`src/rtl/shift_seq_if.sv`:
```
// Handshake and result bundle between a shift_sequencer and its requester.
interface shift_seq_if #(
  parameter int unsigned M = 4
) ();
  logic         start;
  logic [1:0]   op;
  logic [M-1:0] A;
  logic [M-1:0] B;
  logic         busy;
  logic         done;
  logic [M-1:0] R;
  logic         C;
  logic         N;
  logic         V;
  logic         Z;

  modport master (output start, op, A, B, input busy, done, R, C, N, V, Z);
  modport slave  (input start, op, A, B, output busy, done, R, C, N, V, Z);
endinterface

```
`src/rtl/shift_sequencer.sv`:
```
// Multi-cycle shifter: one bit position per cycle, with C/N/V/Z flags on completion.
// Define SHIFT_SEQ_ROTATE_EN to make op=11 a rotate-left; otherwise op=11 behaves as SHL.
module shift_sequencer #(
  parameter int unsigned M = 4
) (
  input  logic        clk,
  input  logic        rst,
  shift_seq_if.slave  bus
);
  localparam int unsigned  CW    = $clog2(M + 1);
  localparam logic [M-1:0] M_VAL = M'(M);
  localparam logic [1:0]   OP_SHL = 2'b00;
  localparam logic [1:0]   OP_SHR = 2'b01;
  localparam logic [1:0]   OP_SRA = 2'b10;
  localparam logic [1:0]   OP_ROL = 2'b11;

  typedef enum logic [1:0] {S_IDLE, S_SHIFT, S_DONE} state_e;

  state_e        state_q, state_d;
  logic [M-1:0]  work_q, work_d;
  logic [CW-1:0] cnt_q, cnt_d;
  logic [1:0]    op_q, op_d;
  logic          vacc_q, vacc_d;
  logic          busy_q, busy_d;
  logic          done_q, done_d;
  logic [M-1:0]  r_q, r_d;
  logic          c_q, c_d, n_q, n_d, v_q, v_d, z_q, z_d;

  logic [1:0]    op_in_c;
  logic [CW-1:0] k_in_c;
  logic [M-1:0]  step_c;
  logic          out_c;
  logic          msb_chg_c;

  // Decode the requested op and its effective step count
  always_comb begin
`ifdef SHIFT_SEQ_ROTATE_EN
    op_in_c = bus.op;
`else
    op_in_c = (bus.op == OP_ROL) ? OP_SHL : bus.op;
`endif
    if (op_in_c == OP_ROL) begin
      k_in_c = CW'(bus.B % M_VAL);
    end else if (bus.B >= M_VAL) begin
      k_in_c = CW'(M);
    end else begin
      k_in_c = CW'(bus.B);
    end
  end

  // One-position step of the working register and the bit it pushes out
  always_comb begin
    step_c = work_q;
    out_c  = 1'b0;
    case (op_q)
      OP_SHL: begin
        step_c = {work_q[M-2:0], 1'b0};
        out_c  = work_q[M-1];
      end
      OP_SHR: begin
        step_c = {1'b0, work_q[M-1:1]};
        out_c  = work_q[0];
      end
      OP_SRA: begin
        step_c = {work_q[M-1], work_q[M-1:1]};
        out_c  = work_q[0];
      end
      default: begin
        step_c = {work_q[M-2:0], work_q[M-1]};
        out_c  = work_q[M-1];
      end
    endcase
    msb_chg_c = (op_q == OP_SHL) && (step_c[M-1] != work_q[M-1]);
  end

  always_comb begin
    state_d = state_q;
    work_d  = work_q;
    cnt_d   = cnt_q;
    op_d    = op_q;
    vacc_d  = vacc_q;
    busy_d  = 1'b0;
    done_d  = 1'b0;
    r_d     = r_q;
    c_d     = c_q;
    n_d     = n_q;
    v_d     = v_q;
    z_d     = z_q;

    case (state_q)
      S_IDLE: begin
        if (bus.start) begin
          work_d = bus.A;
          op_d   = op_in_c;
          cnt_d  = k_in_c;
          vacc_d = 1'b0;
          if (k_in_c == '0) begin
            state_d = S_DONE;
            done_d  = 1'b1;
            r_d     = bus.A;
            c_d     = 1'b0;
            v_d     = 1'b0;
            n_d     = bus.A[M-1];
            z_d     = (bus.A == '0);
          end else begin
            state_d = S_SHIFT;
            busy_d  = 1'b1;
          end
        end
      end
      S_SHIFT: begin
        work_d = step_c;
        cnt_d  = cnt_q - CW'(1);
        vacc_d = vacc_q | msb_chg_c;
        if (cnt_q == CW'(1)) begin
          state_d = S_DONE;
          done_d  = 1'b1;
          r_d     = step_c;
          c_d     = out_c;
          v_d     = vacc_q | msb_chg_c;
          n_d     = step_c[M-1];
          z_d     = (step_c == '0);
        end else begin
          busy_d  = 1'b1;
        end
      end
      S_DONE: begin
        state_d = S_IDLE;
      end
      default: begin
        state_d = S_IDLE;
      end
    endcase
  end

  always_ff @(posedge clk) begin
    if (rst) begin
      state_q <= S_IDLE;
      work_q  <= '0;
      cnt_q   <= '0;
      op_q    <= OP_SHL;
      vacc_q  <= 1'b0;
      busy_q  <= 1'b0;
      done_q  <= 1'b0;
      r_q     <= '0;
      c_q     <= 1'b0;
      n_q     <= 1'b0;
      v_q     <= 1'b0;
      z_q     <= 1'b1;
    end else begin
      state_q <= state_d;
      work_q  <= work_d;
      cnt_q   <= cnt_d;
      op_q    <= op_d;
      vacc_q  <= vacc_d;
      busy_q  <= busy_d;
      done_q  <= done_d;
      r_q     <= r_d;
      c_q     <= c_d;
      n_q     <= n_d;
      v_q     <= v_d;
      z_q     <= z_d;
    end
  end

  assign bus.busy = busy_q;
  assign bus.done = done_q;
  assign bus.R    = r_q;
  assign bus.C    = c_q;
  assign bus.N    = n_q;
  assign bus.V    = v_q;
  assign bus.Z    = z_q;
endmodule

```
`src/flat_wrapper.sv`:
```
// flat-port wrapper written by rule: the top's interface ports become plain ports
module shift_sequencer_flat 
#(
  parameter int unsigned M = 4
)
  (clk, rst, bus_start, bus_op, bus_A, bus_B, bus_busy, bus_done, bus_R, bus_C, bus_N, bus_V, bus_Z);
  shift_seq_if #(.M(M)) bus_i ();
  input  logic clk;
  input  logic rst;
  input wire logic [$bits(bus_i.start)-1:0] bus_start;
  input wire logic [$bits(bus_i.op)-1:0] bus_op;
  input wire logic [$bits(bus_i.A)-1:0] bus_A;
  input wire logic [$bits(bus_i.B)-1:0] bus_B;
  output wire logic [$bits(bus_i.busy)-1:0] bus_busy;
  output wire logic [$bits(bus_i.done)-1:0] bus_done;
  output wire logic [$bits(bus_i.R)-1:0] bus_R;
  output wire logic [$bits(bus_i.C)-1:0] bus_C;
  output wire logic [$bits(bus_i.N)-1:0] bus_N;
  output wire logic [$bits(bus_i.V)-1:0] bus_V;
  output wire logic [$bits(bus_i.Z)-1:0] bus_Z;
  assign bus_i.start = bus_start;
  assign bus_i.op = bus_op;
  assign bus_i.A = bus_A;
  assign bus_i.B = bus_B;
  assign bus_busy = bus_i.busy;
  assign bus_done = bus_i.done;
  assign bus_R = bus_i.R;
  assign bus_C = bus_i.C;
  assign bus_N = bus_i.N;
  assign bus_V = bus_i.V;
  assign bus_Z = bus_i.Z;
  shift_sequencer #(.M(M)) u_core (.clk(clk), .rst(rst), .bus(bus_i));
endmodule
```
`config.mk`:
```
export PLATFORM = sky130hd
export DESIGN_NAME = shift_sequencer_flat
export DESIGN_NICKNAME = d
export VERILOG_FILES = /design/src/rtl/shift_seq_if.sv /design/src/rtl/shift_sequencer.sv /design/src/flat_wrapper.sv
export SDC_FILE = /design/constraint.sdc
export NUM_CORES = 1
export LEC_CHECK = 0
export ABC_AREA = 1
export CAP_MARGIN = 0
export CORE_AREA = 10 10 59 61
export CTS_BUF_LIST = sky130_fd_sc_hd__clkbuf_16
export DETAILED_ROUTE_END_ITERATION = 10
export DIE_AREA = 0 0 69 71
export GPL_TIMING_DRIVEN = 0
export PLACE_DENSITY = 0.72
export SYNTH_ARGS = -nofsm -noshare
export SYNTH_HDL_FRONTEND = slang
export SYNTH_SLANG_ARGS = --single-unit
export TNS_END_PERCENT = 20
```
`constraint.sdc`:
```
create_clock -name clk -period 1.5 [get_ports clk]
set_clock_uncertainty 0.1 [all_clocks]
set_input_delay 0.375 -clock clk [delete_from_list [all_inputs] [get_ports clk]]
set_output_delay 0.375 -clock clk [all_outputs]
set_load 0.005 [all_outputs]
```
==> run_results.csv, run 1 <==
group,metric,value,unit
run_status,status,"finished clean",
clock_tree,cts_setup_buffers,0,
die,fp-row-count,18,
placement,dp_hpwl,2040,um
routing,wl_per_cell,13.1,um
cells_and_area,area_delta_synth_final,35.2,%
setup_path,worst_ep_arrival_time,0.94,ns
timing,hold_viol,0,
timing,slew_headroom,62.5,%
clock_tree,cts_sinks,21,
yosys,synth_compound_area_share,21.3,%
cells_and_area,fillers,225,
global_route,antenna_found_initial,0,
timing,tightestPinTransition,0.562,ns
timing,min_period,1.42,ns
routing,dr.pass1.iters,4,
die,die_area,4900,um^2
timing,setup_violations,0,
hold_path,holdPathStages,2,
yosys,yosysWarningCount,0,
clock_tree,cts_max_level,1,
clock_tree,cts-root-buf,"clkbuf_16",
setup_path,rr_startpoint,"u_core.op_q[1]",
routing,drcViolationCount,0,
timing,finalCritPeriodShare,94.6,%
hold_path,holdCritStartpoint,"u_core.cnt_q[1]",
setup_path,critPathKind,"reg2out",
die,ios,23,
cells_and_area,antenna_cells,0,
placement,io_buffers,22,
setup_path,worstPathRequired,1.02,ns
clock_tree,cts_tree,"built",
routing,viasPerCell,5.02,
die,die_y,71,um
yosys,synth_top_family_by_area,"simple AND/OR/NAND/NOR gates",
pwr,p_leak,0.000679,uW
cells_and_area,final_area,1490,um^2
yosys,synth_seq_cells,21,
routing,ant_nets,0,
setup_path,cp-end-kind,"output port",
routing,drtIter0Drc,52,
yosys,syn-num-nets,174,
yosys,synthesis.area,1100,um^2
global_route,grt_pass1_wl,4800,um
setup_path,r2r_cells,6,
cells_and_area,final_layout_size_suffix_gt1_share,19.8,%
clock_tree,numCtsBuffers,3,
global_route,grt_pass1_vias,1034,
routing,routed_wl,2790,um
yosys,synth_cell_types,24,
yosys,synthXorXnorAreaFrac,0.796,%
setup_path,start_kind,"flop",
die,start_util,46.1,%
cells_and_area,multiInputGateArea,617,um^2
die,die_w,69,um
yosys,netlist_instances,155,
yosys,synth_mux_area_share,0,%
timing,max_freq,705,MHz
setup_path,critPathMaxFanout,3,
placement,gp_congestion,0.847,
global_route,overflow,0,
die,core,2390,um^2
global_route,grt_max_degree,13,
cells_and_area,seqCellArea,424,um^2
setup_path,rrSetupSlack,0.09,ns
hold_path,hp-class,"reg2reg",
yosys,avgSynthCellArea,7.10,um^2
clock_tree,insertion_delay,0.25,ns
timing,finalWorstSetupSlack,0.0810,ns
clock_tree,cts-hold-fix-buffers,0,
yosys,yosysSeqAreaShare,38.2,%
hold_path,min_to,"u_core.cnt_q[1]",
routing,vias,1064,
cells_and_area,fin_nets,202,
clock_tree,cts_buffer_depth,2,
placement,postPlaceCellArea,1360,um^2
timing,holdWs,0.364,ns
timing,drv_slew,0,
yosys,synth-simple-area-share,22.0,%
yosys,yosys.area_share.adder,6.83,%
pwr,ir_drop,702,uV
setup_path,r2r-end,"u_core.work_q[2]",
placement,place_ws,-0.244,ns
pwr,power_density,1140,nW/um^2
run,drv_cap,0,
global_route,grt_util_all_layers,11.4,%
clock_tree,clk_pin_slew,0.06,ns
==> power by group <==
part / internal [uW] / leakage, uW / switching [uW]
clock: 358 / 0.0000409 / 217
combinational: 193 / 0.000465 / 262
sequential: 623 / 0.000174 / 46.9
==> registers in the layout, summed over array words and instances (netlist names) <==
name             count
u_core.state_q       2
u_core.vacc_q        1
u_core.bus.busy      1
u_core.op_q          2
u_core.bus.V         1
u_core.bus.Z         1
u_core.cnt_q         3
u_core.work_q        4
u_core.bus.C         1
u_core.bus.N         1
u_core.bus.done      1
u_core.bus.R         3
==> worst max path at each step <==
stage                      end  cells past startpoint           start  slack, ns
2_1_floorplan  u_core.bus.R[1]                      6  u_core.op_q[0]       0.15
3_3_place_gp   u_core.bus.R[0]                      8        bus_B[0]      -0.21
3_5_place_dp   u_core.bus.R[0]                      8        bus_B[3]      -0.24
4_1_cts           u_core.bus.Z                      9  u_core.op_q[0]      0.003
5_1_grt           u_core.bus.V                      9  u_core.op_q[1]     -0.007
6_report              bus_R[3]                      2    u_core.bus.N       0.08
==> per-stage QoR <==
| stage | instances | TNS, ns | utilization [%] | total power (uW) |
|---|---|---|---|---|
| floorplan | 155 | 0 | - | 945 |
| global placement | 207 | -2.46 | 56.9 | 1090 |
| detailed placement | 207 | -3.03 | 56.9 | 1100 |
| CTS | 211 | 0 | 59.7 | 1660 |
| global route | 212 | -0.00748 | 62.3 | 1800 |
| finish | 212 | 0 | 62.3 | 1700 |
==> area by class of cell <==
cell class	instances	share of cell area, %
buffer	5	2.19
sequential	21	28.5
clock buffer	3	5.05
clock inverter	1	0.337
timing repair buffer	22	14.0
multi-input combinational	108	41.5
inverter	22	5.89
tap	30	2.53
==> cell usage after synthesis (all sizes together) <==
library cell | n | area, um^2
nor2 | 17 | 68.8
ha | 6 | 75.1
a211oi | 1 | 7.51
nand3 | 3 | 15.0
a32oi | 1 | 8.76
a21oi | 19 | 98.9
o21a | 1 | 7.51
o211ai | 1 | 12.5
nand2 | 37 | 151
clkbuf | 1 | 3.75
clkinv | 1 | 8.76
xor2 | 1 | 8.76
dfxtp | 21 | 420
o21ai | 19 | 98.9
buf | 4 | 28.8
nand4 | 1 | 6.26
inv | 21 | 78.8
==> logic make-up after synthesis <==
| group | after synthesis |
|---|---|
| AO/OA/AOI/OAI | 42 |
| XOR/XNOR | 1 |
| adder cells (fa/ha/maj) | 6 |
| buffers and inverters | 27 |
| flip-flops | 21 |
| AND/OR/NAND/NOR | 58 |
==> per-layer routing <==
metal | GRT usage, % | share of wire [%] | vias up
met2 | 20.3 | 49 | 19
met4 | 2.68 | 0.75 | 0
met5 | 0 | 0 | -
li1 | - | - | 552
met1 | 12.6 | 46 | 488
met3 | 3.91 | 4.2 | 5
==> placed cells by master (no fill, tap or decap), drive strengths merged, types with 2 or more instances in the layout <==
cell           count
dfxtp             21
o21ai             19
inv               21
clkdlybuf4s50     12
clkinv             2
buf                4
clkbuf             4
nand3              3
nor2              17
dlygate4sd2       10
ha                 6
nand2             38
a21oi             19
==> worst max-delay path, stage by stage (launching register included) <==
cell	delay (ns)
dfxtp_2	0.32
buf_4	0.12
dlygate4sd2_1	0.25
==> what timing repair did <==
action | in CTS | in global routing
endpoints found under the setup margin | 16 | 12
resized for setup | 14 | 23
cloned | 0 | 1
hold endpoints to repair | 0 | 0
pin swaps | 0 | 6
(Power assumes the default switching activity.)
==> inputs of run 2 (changes only) <==
--- a/config.mk
+++ b/config.mk
@@ -7,12 +7,12 @@
 export LEC_CHECK = 0
 export ABC_AREA = 1
 export CAP_MARGIN = 0
-export CORE_AREA = 10 10 59 61
+export CORE_AREA = 10 10 52 70
 export CTS_BUF_LIST = sky130_fd_sc_hd__clkbuf_16
 export DETAILED_ROUTE_END_ITERATION = 10
-export DIE_AREA = 0 0 69 71
+export DIE_AREA = 0 0 62 80
 export GPL_TIMING_DRIVEN = 0
-export PLACE_DENSITY = 0.72
+export PLACE_DENSITY = 0.71
 export SYNTH_ARGS = -nofsm -noshare
 export SYNTH_HDL_FRONTEND = slang
 export SYNTH_SLANG_ARGS = --single-unit
==> run_results.csv, run 2 (synthesis gave the netlist of run 1 again) <==
group,metric,value,unit
die,die_y,80,um
global_route,grt_max_degree,13,
global_route,grt_pass1_vias,1020,
global_route,grt_pass1_wl,4430,um
clock_tree,cts_sinks,21,
timing,finalCritPeriodShare,95.8,%
setup_path,r2r-end,"u_core.work_q[1]",
setup_path,critPathKind,"reg2reg",
routing,vias,1060,
cells_and_area,fin_nets,202,
pwr,power.share.clock,33.4,%
routing,routed_wl,2910,um
setup_path,slowest_stage,"dfxtp_2",
placement,io_buffers,22,
global_route,grt_util_all_layers,11.6,%
setup_path,critPathMaxFanout,3,
cells_and_area,antenna_cells,0,
pwr,power_frac_seq,39.8,%
pwr,switching_share,30.6,%
timing,slew_headroom,61.7,%
setup_path,rr_startpoint,"u_core.op_q[0]",
setup_path,worstPathRequired,1.53,ns
placement,place_ws,-0.255,ns
die,core,2390,um^2
pwr,p_sw,516,uW
clock_tree,cts_tree,"built",
pwr,comb_power_share,26.8,%
timing,finalWorstSetupSlack,0.0632,ns
run,drv_cap,0,
timing,hold_viol,0,
clock_tree,insertion_delay,0.25,ns
cells_and_area,final_layout_size_suffix_gt1_share,17.6,%
setup_path,start_kind,"flop",
cells_and_area,layout_common_cells,"nand2_1, inv_1, dfxtp_1, a21oi_1, nor2_1",
routing,drcViolationCount,0,
cells_and_area,largest_register_ffs,4,
setup_path,cpMostUsedCell,"o21ai_1",
placement,postPlaceCellArea,1360,um^2
hold_path,hp-class,"reg2reg",
run_status,status,"finished clean",
clock_tree,numCtsBuffers,3,
setup_path,r2r_cells,6,
setup_path,cp-end-kind,"flop",
global_route,overflow,0,
routing,wl_per_cell,13.5,um
timing,drv_slew,0,
routing,viasPerCell,4.91,
timing,min_period,1.44,ns
pwr,p_int,1170,uW
die,fp-row-count,21,
clock_tree,cts-root-buf,"clkbuf_16",
hold_path,holdCritStartpoint,"u_core.cnt_q[1]",
cells_and_area,mostFrequentLayoutCell,"nand2_1",
pwr,power_density,1140,nW/um^2
pwr,ir_drop,663,uV
pwr,p_leak,0.000683,uW
setup_path,worst_ep_arrival_time,1.47,ns
die,die_area,4960,um^2
clock_tree,cts_buffer_depth,2,
placement,gp_congestion,0.913,
setup_path,path_cells,"inv_2 -> ha_2 -> nor2_1 -> o21ai_1 -> o21ai_1 -> a21oi_1",
cells_and_area,largest-register,"u_core.work_q",
clock_tree,cts-hold-fix-buffers,0,
setup_path,rrSetupSlack,0.06,ns
timing,tightestPinTransition,0.575,ns
die,die_w,62,um
placement,dp_hpwl,2090,um
die,ios,23,
cells_and_area,final_area,1480,um^2
hold_path,holdPathStages,2,
die,start_util,46.0,%
hold_path,min_to,"u_core.cnt_q[1]",
timing,setup_violations,0,
routing,ant_nets,0,
routing,drtIter0Drc,26,
clock_tree,cts_max_level,1,
timing,max_freq,696,MHz
routing,dr.pass1.iters,4,
setup_path,crit_path_max_incr_delay,0.35,ns
clock_tree,clk_pin_slew,0.06,ns
cells_and_area,area_delta_synth_final,34.8,%
global_route,antenna_found_initial,0,
run 2: stage by stage:
stage	TNS, ns	util (%)	hold slack (ns)	cells	total power (uW)
2_1_floorplan	0	-	0.344	155	945
3_3_place_gp	-2.49	57.0	0.353	211	1090
3_5_place_dp	-3.09	57.0	0.358	211	1110
4_1_cts	0	60.0	0.367	215	1660
5_1_grt	-0.120	62.0	0.387	216	1790
6_report	0	62.0	0.367	216	1690
run 2: worst max path at each step:
stage,startpoint,endpoint,slack [ns],cells after the start
final,u_core.op_q[0],u_core.work_q[1],0.06,6
after global routing,u_core.op_q[0],u_core.work_q[1],-0.04,6
after CTS,bus_B[1],u_core.bus.R[0],0.008,8
after detailed placement,bus_B[1],u_core.bus.R[0],-0.26,8
after global placement,bus_B[2],u_core.bus.R[0],-0.22,8
after floorplan,u_core.op_q[0],u_core.bus.R[1],0.15,6
run 2: power groups by stage:
stage	registers [uW]	logic [uW]	clock network, uW
after global routing	680	506	601
after floorplan	671	273	0
after global placement	674	416	0
final	671	453	564
after CTS	667	421	571
after detailed placement	679	428	0
run 2: worst max-delay path, delay by kind of cell, from the launching register on:
kind	cells	cell delay, ns
buffers and inverters	1	0.06
adder cells (fa/ha/maj)	1	0.19
flip-flops	1	0.35
AND/OR/NAND/NOR	1	0.18
AO/OA/AOI/OAI	3	0.44
run 2: layout make-up:
cell class	count	area (um^2)
tap	34	42.5
timing repair buffer	22	210
fill	226	908
clock buffer	3	75.1
clock inverter	1	5.00
inverter	22	87.6
sequential	21	424
multi-input combinational	108	606
buffer	5	32.5
run 2: layer usage:
layer	share of wire [%]	track usage, %	up-vias
met1	43	11.8	483
met5	0	0	-
li1	-	-	551
met2	52	21.3	22
met4	1.2	4.71	0
met3	4.2	2.87	4
run 2: repair_timing:
item	CTS	global route
pin swaps	1	4
gates resized for setup	17	18
buffers inserted	0	0
setup endpoints to repair	18	12
cloned	0	1
